## src/rtl/spike_count_decoder.sv

```systemverilog
// Spike-count output decoder: counts per-neuron spikes over a programmable window,
// then scans the counts sequentially to present the argmax class on a valid/ready port.
module spike_count_decoder #(
  parameter int unsigned NUM_NEURONS  = 1,
  parameter int unsigned COUNT_WIDTH  = 16,
  parameter int unsigned WINDOW_WIDTH = 16,
  parameter int unsigned CLASS_WIDTH  = (NUM_NEURONS > 1) ? $clog2(NUM_NEURONS) : 1
) (
  input  logic                    clk,
  input  logic                    rst,
  input  logic                    start,
  input  logic [WINDOW_WIDTH-1:0] window_len,
  input  logic [NUM_NEURONS-1:0]  spike_in,
  output logic                    busy,
  output logic                    result_valid,
  input  logic                    result_ready,
  output logic [CLASS_WIDTH-1:0]  result_class,
  output logic [COUNT_WIDTH-1:0]  result_count,
  output logic                    result_tie
);

  localparam logic [COUNT_WIDTH-1:0] CNT_MAX  = '1;
  localparam logic [CLASS_WIDTH-1:0] LAST_IDX = CLASS_WIDTH'(NUM_NEURONS - 1);

  typedef enum logic [1:0] {IDLE, COUNT, SCAN, DONE} state_t;

  state_t                  state, state_next;
  logic [WINDOW_WIDTH-1:0] wlen;
  logic [WINDOW_WIDTH-1:0] tstep;
  logic [COUNT_WIDTH-1:0]  cnt [NUM_NEURONS];
  logic [CLASS_WIDTH-1:0]  scan_idx;
  logic [COUNT_WIDTH-1:0]  sel_count;
  logic [COUNT_WIDTH-1:0]  best_count, best_count_n;
  logic [CLASS_WIDTH-1:0]  best_class, best_class_n;
  logic                    best_tie, best_tie_n;
  logic                    last_step;
  logic                    last_idx;

  assign last_step = (tstep == (wlen - WINDOW_WIDTH'(1)));
  assign last_idx  = (scan_idx == LAST_IDX);

  // State register
  always_ff @(posedge clk) begin
    if (rst) state <= IDLE;
    else     state <= state_next;
  end

  // Next-state logic
  always_comb begin
    state_next = state;
    unique case (state)
      IDLE:  if (start) state_next = (window_len != '0) ? COUNT : SCAN;
      COUNT: if (last_step) state_next = SCAN;
      SCAN:  if (last_idx) state_next = DONE;
      DONE:  if (result_valid && result_ready) state_next = IDLE;
      default: state_next = IDLE;
    endcase
  end

  // Select the counter under examination without indexing past the array
  always_comb begin
    sel_count = '0;
    for (int i = 0; i < NUM_NEURONS; i++) begin
      if (scan_idx == CLASS_WIDTH'(i)) sel_count = cnt[i];
    end
  end

  // Running argmax; strict greater-than keeps the lowest index on ties
  always_comb begin
    best_count_n = best_count;
    best_class_n = best_class;
    best_tie_n   = best_tie;
    if (scan_idx == '0) begin
      best_count_n = sel_count;
      best_class_n = scan_idx;
      best_tie_n   = 1'b0;
    end else if (sel_count > best_count) begin
      best_count_n = sel_count;
      best_class_n = scan_idx;
      best_tie_n   = 1'b0;
    end else if (sel_count == best_count) begin
      best_tie_n   = 1'b1;
    end
  end

  // Datapath and registered outputs
  always_ff @(posedge clk) begin
    if (rst) begin
      wlen         <= '0;
      tstep        <= '0;
      scan_idx     <= '0;
      best_count   <= '0;
      best_class   <= '0;
      best_tie     <= 1'b0;
      busy         <= 1'b0;
      result_valid <= 1'b0;
      result_class <= '0;
      result_count <= '0;
      result_tie   <= 1'b0;
      for (int i = 0; i < NUM_NEURONS; i++) cnt[i] <= '0;
    end else begin
      busy         <= (state_next != IDLE);
      result_valid <= (state_next == DONE);
      unique case (state)
        IDLE: begin
          if (start) begin
            wlen       <= window_len;
            tstep      <= '0;
            scan_idx   <= '0;
            best_count <= '0;
            best_class <= '0;
            best_tie   <= 1'b0;
            for (int i = 0; i < NUM_NEURONS; i++) cnt[i] <= '0;
          end
        end
        COUNT: begin
          tstep <= tstep + WINDOW_WIDTH'(1);
          for (int i = 0; i < NUM_NEURONS; i++) begin
            if (spike_in[i] && (cnt[i] != CNT_MAX)) cnt[i] <= cnt[i] + COUNT_WIDTH'(1);
          end
        end
        SCAN: begin
          best_count <= best_count_n;
          best_class <= best_class_n;
          best_tie   <= best_tie_n;
          if (last_idx) begin
            result_count <= best_count_n;
            result_class <= best_class_n;
            result_tie   <= best_tie_n;
          end else begin
            scan_idx <= scan_idx + CLASS_WIDTH'(1);
          end
        end
        DONE: ;
        default: ;
      endcase
    end
  end

endmodule
```

## config.mk

```make
export PLATFORM = sky130hd
export DESIGN_NAME = spike_count_decoder
export DESIGN_NICKNAME = d
export VERILOG_FILES = /design/src/rtl/spike_count_decoder.sv
export SDC_FILE = /design/constraint.sdc
export NUM_CORES = 1
export LEC_CHECK = 0
export ABC_AREA = 0
export CORE_AREA = 10 10 108 86
export DETAILED_ROUTE_END_ITERATION = 8
export DIE_AREA = 0 0 118 96
export GPL_ROUTABILITY_DRIVEN = 0
export PLACE_DENSITY = 0.71
export SLEW_MARGIN = 25
export SYNTH_ARGS = -nofsm -noshare
export SYNTH_HDL_FRONTEND = slang
export SYNTH_SLANG_ARGS = --single-unit
```

## constraint.sdc

```tcl
create_clock -name clk -period 2.1 [get_ports clk]
set_input_delay 0.21 -clock clk [delete_from_list [all_inputs] [get_ports clk]]
set_output_delay 0.21 -clock clk [all_outputs]
set_load 0.005 [all_outputs]
```

# After elaboration in Yosys (flattened, before gate mapping)
# Memory sizes are Yosys's and may differ from the RTL's.
# Index checks and enable logic that the tools add are counted.
[op_classes] add_sub_neg=4 order_cmp=1 eq_ne=8 mux=36 bitwise_logic=1 reduce_logical=13
[ops] cell="$mux 16" n=6
[ops] cell="$pmux 16 s2" n=2
[ops] cell="$add 16x1->16 const B" n=2
[ops] cell="$eq 16x16->1" n=2
[ops] cell="$reduce_or 16->1" n=2
[ops] cell="$mux 1" n=19
[ops] cell="$gt 16x16->1" n=1
[ops] cell="$ne 16x16->1 const B" n=1
[ops] cell="$reduce_bool 16->1" n=1
[ops] cell="$sub 16x1->16 const B" n=1
[ops] cell="$mux 2" n=5
[ops] cell="$pmux 2 s4" n=1
[ops] cell="$reduce_and 2->1" n=4
[ops] cell="$eq 2x2->1 const B" n=3
[ops] cell="$pmux 1 s2" n=3
[ops] cell="$reduce_bool 2->1" n=3
[ops] cell="$eq 2x1->1 const B" n=1
[ops] cell="$logic_and 1x1->1" n=2
[ops] cell="$logic_not 2->1" n=1
[ops] cell="$ne 2x2->1 const B" n=1
[ops] cell="$add 1x1->1 const B" n=1
[ops] cell="$not 1->1" n=1
[word_totals] ff_bits=73 ramBits=16 in_bits=21 out_inout_bits=20 wordCells=76 mem_count=1
[memory_table] name="cnt" words=1 word_bits=16 rd=1 rd_ports_with_merged_regs=0 wr=1 line_no="30" source="logic [COUNT_WIDTH-1:0] cnt [NUM_NEURONS];"

# Logic depth before layout (Yosys ltp)
# Gate-level depths: netlist (run 1).
[depth] ltp_word=8 depth_mapped=8 ltp_nobuf=8

# Least setup slack after synthesis (run 1)
# Ideal clock, no wire load.
[synth_timing] path_type="reg2reg" start="mem cnt[0][0]" end="mem cnt[0][0] (enable)" setup_ns=0.365 t_arrival_ns=1.862 required_time_ns=1.735 slack_ns=-0.127 path_stages_with_launch=7 path_buffers=1 synth_period_minus_slack_ns=2.227 cell_sequence="edfxtp_1 -> ha_1 -> nand4_1 -> nor2_1 -> a31o_2 -> clkbuf_1 -> nand2_1"
[synth_rtl] element="start: declaration" line_no="30"

# Final worst setup path (run 1)
[layout_timing] start="reg wlen[1]" end="reg state[0]"
[layout_via] elab_chain_cells=4
[layout_rtl] element="start: declaration" line_no="28" source="logic [WINDOW_WIDTH-1:0] wlen;"
[layout_rtl] element="start signal: assignment" line_no="107" source="wlen <= window_len;"
[layout_rtl] element="$sub 16x1->16" line_no="39" source="assign last_step = (tstep == (wlen - WINDOW_WIDTH'(1)));"
[layout_rtl] element="$eq 16x16->1" line_no="39"
[layout_rtl] element="$mux 2" line_no="53" source="COUNT: if (last_step) state_next = SCAN;"
[layout_rtl] element="$pmux 2 s4" line_no="51" source="unique case (state)"
[layout_rtl] element="end signal: assignment" line_no="45" source="else state <= state_next;"
[layout_rtl] element="end: declaration" line_no="27" source="state_t state, state_next;"
# No other way between the ends.
# A chain may end at the register's enable or synchronous reset.

==> metrics.cfg, run 1 <==
[global_routing]
overflow=0
antenna_found_initial=0
grt_pass1_vias=2921
grt_pass1_wl_mm=14.1
grt_usage_pct=15.1
grt_max_degree=30

[worst_setup_path]
critPathLaunchType=flop
critPathSlowestCell=or4_4
critical-path-max-stage-delay_ns=0.43
startpoint=wlen[1]
cp_max_fo=4
r2r_start=wlen[1]
cp-endpoint=state[0]
r2r_end=state[0]
crit_arrival_ns=2.47
crit_type=reg2reg
crit_chain=inv_2, ha_4, nor4b_4, buf_4, buf_6, a221o_1, o311ai_2, o21ai_1, or4_4, o31a_1
r2r_cells=10
worstPathRequired_ns=2.34
end_kind=flop
reg2reg_slack_ns=-0.14

[route]
viasPerCell=5.29
firstDrtPassIters=4
met2_length_mm=3.51
met1Wirelength_mm=3.96
detail_route.iter0.violations=193
met3_length_um=559
vias=3075
final_antenna_net_count=0
drc=0
top_layer=met4
drt_wl_total_mm=8.19
routedWlPerCell_um=14.1

[power]
ir_worst_vdd_v=0.000317
finalPower_mw=2.89
leakage_nw=1.52
p_per_area_mw_per_mm2=666

[sta]
whs_ns=0.354
grt_setup_unrepaired=true
period_share_pct=106
setup_viol=2
hold_viol_final=0
maxSlewViolCount=0
worstMarginPinSlew_ns=0.661
fin_skew_ns=0.00908
max_slew_margin_pct=55.9
fmax_mhz=447
worst_slack_ns=-0.135
period_minus_slack_ns=2.24

[placed_design]
place_area_mm2=0.00411
portBuffers=38
dp_hpwl_mm=6.12
post-place-ws_ns=-0.135

[die]
start_util_pct=48.4
coreArea_mm2=0.00716
dieArea_mm2=0.0113
die_y_um=96
fp-row-count=27
ios=41
chipWidth_um=118

[final_layout]
multiInputGateArea_mm2=0.00187
ff_latch_area_mm2=0.00152
nets=499
fillerInstances=671
num_antenna_cells=0
design_area_mm2=0.00434
area_delta_synth_final_pct=25.1
final_layout_size_suffix_gt1_share_pct=14.0

[yosys]
postSynth.asyncResetShare_pct=0
syn_avg_cell_area_um2=8.31
synth_edf_count=16
netlist_instances=417
ys_top_cells_by_count=nand2_1 (91), dfxtp_1 (52), a21oi_1 (46)
synth_cell_types=52
synth_seq_cells=68
netlist.area_leader.share_pct=30.0
synth_area_mm2=0.00346
synth_area_leaders=dfxtp_1 (30%), edfxtp_1 (14%), nand2_1 (9.9%)
yosys.area.top_type=dfxtp_1
synthFlopType=dfxtp_1
yosys_warnings=0
ys_seq_area_share_pct=43.9
synth_most_common_cell=nand2_1

[run]
cap_viol_max_count=0

[cts]
clockBufferDepth=2
cts_sinks=68
cts-buffers-inserted=9
ctsHoldBuffers=0
clkSlewWorstSetupHoldPaths_ns=0.07
cts_tree=yes
cts-htree-levels=3
root_buffer=clkbuf_8
insertion_delay_ns=0.35

[status]
status=complete, but fails checks
violations=negative setup slack

[worst_hold_path]
hold_class=in2reg

[final cells by class]
type	count	area share [%]
clock buffers	13	3.20
clock inverters	3	0.924
inverters	5	0.433
multi-input cells	323	43.1
flip-flops and latches	68	35.2
well taps	101	2.91
repair buffers	68	14.2
[cells in the final DEF, fill, tap and decap left out, drive strengths merged, types with 12 or more instances in the layout]
| cell | instances |
|---|---|
| clkdlybuf4s50 | 37 |
| clkbuf | 13 |
| dfxtp | 52 |
| nor2 | 39 |
| xnor2 | 17 |
| edfxtp | 16 |
| nand4 | 12 |
| nand2 | 91 |
| a21oi | 46 |
| buf | 31 |
| xor2 | 16 |
| nand3 | 16 |
[per-layer routing]
| layer | global-route usage [%] | up-vias |
|---|---|---|
| met5 | 0 | - |
| met4 | 5.13 | 0 |
| met3 | 5.32 | 14 |
| met2 | 22.2 | 91 |
| met1 | 20.3 | 1416 |
| li1 | - | 1554 |
[sequential cells by signal, indices dropped and copies added, names as in the netlist]
| signal | flops |
|---|---|
| cnt | 16 |
| result_count | 16 |
| tstep | 16 |
| wlen | 16 |
| state | 2 |
| busy | 1 |
| result_valid | 1 |
[cell families after synthesis]
family,count (synthesis),share of synthesized area [%]
compound gates,70,11.7
simple gates,207,28.9
flops,68,43.9
fa+ha+maj,3,1.08
mux,8,2.56
other cells,1,0.108
xor+xnor,33,8.34
buf+inv,27,3.36
[worst min path at each step]
stage                     cells after the start             from  slack (ns)              end
after floorplan                               2    window_len[5]        0.35          wlen[5]
after global routing                          3              rst        0.37         tstep[0]
after CTS                                     3              rst        0.34         tstep[0]
after global placement                        2  result_count[6]        0.44  result_count[6]
after detailed placement                      2  result_count[6]        0.45  result_count[6]
final                                         3              rst        0.35         tstep[0]
[power breakdown]
part	switching, mW	internal [mW]	total, mW
sequential	0.0533	1.39	1.44
clock	0.479	0.547	1.03
combinational	0.213	0.210	0.423
total	0.746	2.14	2.89
[stage by stage]
stage	instances	TNS [ns]	utilization (%)
3_3_place_gp	563	-0.0394	57.4
4_1_cts	580	-0.146	60.1
2_1_floorplan	418	0	-
3_5_place_dp	563	-0.205	57.4
5_1_grt	581	-0.334	60.5
6_report	581	-0.205	60.5
[critical path: cells and delay by family (launching register included)]
kind / cells / cell delay (ns)
buf+inv: 3 / 0.31
fa+ha+maj: 1 / 0.15
simple gates: 2 / 0.56
compound gates: 4 / 0.77
flops: 1 / 0.33
[repair_timing]
item / in CTS / in global routing
setup endpoints to repair: 2 / 2
buffers inserted: 1 / 1
pin swaps: 2 / 4
gates resized for setup: 3 / 4
Power figures use the tool's default switching activity.
==> run 2, diff against run 1 <==
Settings changed: CORE_AREA 10 10 108 86 to 2 2 100 78, DIE_AREA 0 0 118 96 to 0 0 102 80, SETUP_SLACK_MARGIN set to 0.15, SKIP_LAST_GASP set to 1.
==> run 2 against run 1 <==
- the flow still finishes with violations (negative setup slack)
- setup slack lost 0.0084 ns
- non-clock buffer count shrank 3
- combinational power shrank 4%
- sequential power is essentially flat
- fmax shrank 0.37%
- critical path type unchanged
- largest cell class unchanged
==> metrics.cfg, run 2 (synthesis gave the netlist of run 1 again) <==
[sta]
fin_skew_ns=0.0124  ; was 0.00908 ns
grt_setup_unrepaired=true  ; unchanged
hold_viol_final=0  ; unchanged
period_share_pct=107  ; was 106%
maxSlewViolCount=0  ; unchanged
max_slew_margin_pct=56.6  ; was 55.9%
period_minus_slack_ns=2.24  ; about the same
fmax_mhz=446  ; was 447 MHz
whs_ns=0.449  ; was 0.354 ns
worstMarginPinSlew_ns=0.650  ; was 0.661 ns
setup_viol=2  ; unchanged
worst_slack_ns=-0.144  ; was -0.135 ns

[final_layout]
fillerInstances=669  ; was 671
area_delta_synth_final_pct=24.9  ; was 25.1%
final_layout_size_suffix_gt1_share_pct=13.8  ; was 14.0%
finalCoreUtilization_pct=60.4  ; was 60.5%
layout_commonest_cell=nand2_1  ; unchanged
most-common-layout-cells=nand2_1 (90), dfxtp_1 (50), a21oi_1 (46)  ; unchanged
nets=496  ; was 499
ff_latch_area_mm2=0.00152  ; unchanged
multiInputGateArea_mm2=0.00189  ; was 0.00187 mm²
num_antenna_cells=0  ; unchanged

[cts]
ctsHoldBuffers=0  ; unchanged
clockBufferDepth=2  ; unchanged
clkSlewWorstSetupHoldPaths_ns=0.07  ; about the same
cts_sinks=68  ; unchanged
post_cts_buffers=0  ; was 1
cts_tree=yes  ; unchanged
cts-buffers-inserted=9  ; unchanged
root_buffer=clkbuf_8  ; unchanged
insertion_delay_ns=0.34  ; was 0.35 ns
cts-htree-levels=3  ; unchanged

[global_routing]
grt_max_degree=57  ; was 30
grt_pass1_vias=2818  ; was 2,921
antenna_found_initial=0  ; unchanged
grt_usage_pct=20.7  ; was 15.1%
grt_pass1_wl_mm=13.2  ; was 14.1 mm
overflow=0  ; unchanged

[worst_setup_path]
worstPathRequired_ns=2.32  ; was 2.34 ns
crit_chain=inv_2, ha_4, nor4b_4, nand3_2, xnor2_2, nand3_1, or4_4, o31a_1  ; was inv_2, ha_4, nor4b_4, buf_4, buf_6, a221o_1, o311ai_2, o21ai_1, or4_4, o31a_1
critical-path-max-stage-delay_ns=0.55  ; was 0.43 ns
crit_type=reg2reg  ; unchanged
crit_arrival_ns=2.46  ; was 2.47 ns
end_kind=flop  ; unchanged
critPathTopFamily=simple AND/OR/NAND/NOR gates  ; was compound AO/OA/AOI/OAI gates
cp_max_fo=6  ; was 4
critPathSlowestCell=or4_4  ; unchanged
critPathBufInv=1  ; was 3
critPathLaunchType=flop  ; unchanged

[die]
ios=41  ; unchanged
start_util_pct=48.4  ; unchanged
die_y_um=80  ; was 96 µm
chipWidth_um=102  ; was 118 µm
dieArea_mm2=0.00816  ; was 0.0113 mm²
fp-row-count=27  ; unchanged
coreArea_mm2=0.00716  ; unchanged

[power]
comb_power_share_pct=14.2  ; was 14.7%
p_sw_mw=0.736  ; was 0.746 mW
leakage_nw=1.51  ; was 1.52 nW
p_per_area_mw_per_mm2=663  ; was 666 mW/mm²
ir_worst_vdd_v=0.000411  ; was 0.000317 V
switching_share_pct=25.7  ; was 25.8%
p_seq_share_pct=50.3  ; was 49.8%
finalPower_mw=2.87  ; was 2.89 mW
intPower_mw=2.13  ; was 2.14 mW
p_clk_share_pct=35.5  ; about the same

[route]
detail_route.iter0.violations=135  ; was 193
viasPerCell=5.26  ; was 5.29
drc=0  ; unchanged
drt_wl_total_mm=7.83  ; was 8.19 mm
vias=3039  ; was 3,075
routedWlPerCell_um=13.5  ; was 14.1 µm
firstDrtPassIters=4  ; unchanged
final_antenna_net_count=0  ; unchanged

[run]
cap_viol_max_count=0  ; unchanged

[status]
status=complete, but fails checks  ; unchanged
violations=negative setup slack  ; unchanged

[placed_design]
portBuffers=38  ; unchanged
dp_hpwl_mm=5.57  ; was 6.12 mm

[worst_hold_path]
hold_class=in2reg  ; unchanged

## run 2: cell count changes in the layout (fill, tap and decap cells not counted), sizes merged
cell	delta
buf	-3
## run 2: through the flow
stage                     cells  TNS, ns  setup WS [ns]  cell area [µm²]
final                       578   -0.230         -0.144             4330
after detailed placement    562   -0.161         -0.112             4120
after global placement      562  -0.0226        -0.0226             4120
after floorplan             418        0         0.0310             3500
after global routing        578   -0.514         -0.263             4330
after CTS                   578   -0.205         -0.119             4300
## run 2: worst min-delay path, stage by stage
cell and delay, ns:
clkdlybuf4s50_1 0.42, nand2_1 0.06, a21oi_1 0.05
## run 2: final cells by class
type | count | area share [%]
clock buffer | 13 | 3.21
clock inverter | 3 | 0.925
inverter | 5 | 0.434
multi-input combinational | 323 | 43.6
sequential | 68 | 35.2
tap | 101 | 2.92
timing repair buffer | 65 | 13.6
## run 2: timing repair
action,4_1_cts,5_1_grt
setup endpoints to repair,2,2
gates resized for setup,2,3
pin swaps,4,1
endpoints found under the hold margin,0,0
## run 2: power groups by stage
| stage | Combinational [mW] | Clock, mW | Sequential [mW] |
|---|---|---|---|
| floorplan | 0.253 | 0 | 1.46 |
| global placement | 0.385 | 0 | 1.47 |
| detailed placement | 0.393 | 0 | 1.47 |
| CTS | 0.397 | 1.04 | 1.44 |
| global route | 0.452 | 1.08 | 1.45 |
| finish | 0.407 | 1.02 | 1.44 |
## run 2: path summary, 6_finish.rpt
check / to / cells past startpoint / slack, ns / startpoint
max: state[0] / 8 / -0.14 / wlen[1]
min: wlen[14] / 3 / 0.45 / window_len[14]
max reg2reg: state[0] / 8 / -0.14 / wlen[1]
min reg2reg: result_count[10] / 2 / 0.45 / result_count[10]
## run 2: metal layers
metal  part of all wire (%)  routed length, µm  global-route usage (%)
met2                     44               3430                    30.9
met1                     51               4020                    29.9
met3                    4.1                318                    5.25
met4                   0.75                 59                    4.80
met5                      0                  0                       0
==> run 3, diff against run 2 <==
--- a/constraint.sdc
+++ b/constraint.sdc
@@ -3,2 +3,2 @@
 set_output_delay 0.21 -clock clk [all_outputs]
-set_load 0.005 [all_outputs]
+set_load 0.02 [all_outputs]
==> results of run 3 <==
Same layout as run 2 (identical final DEF). Status: complete, but fails checks: negative setup slack.
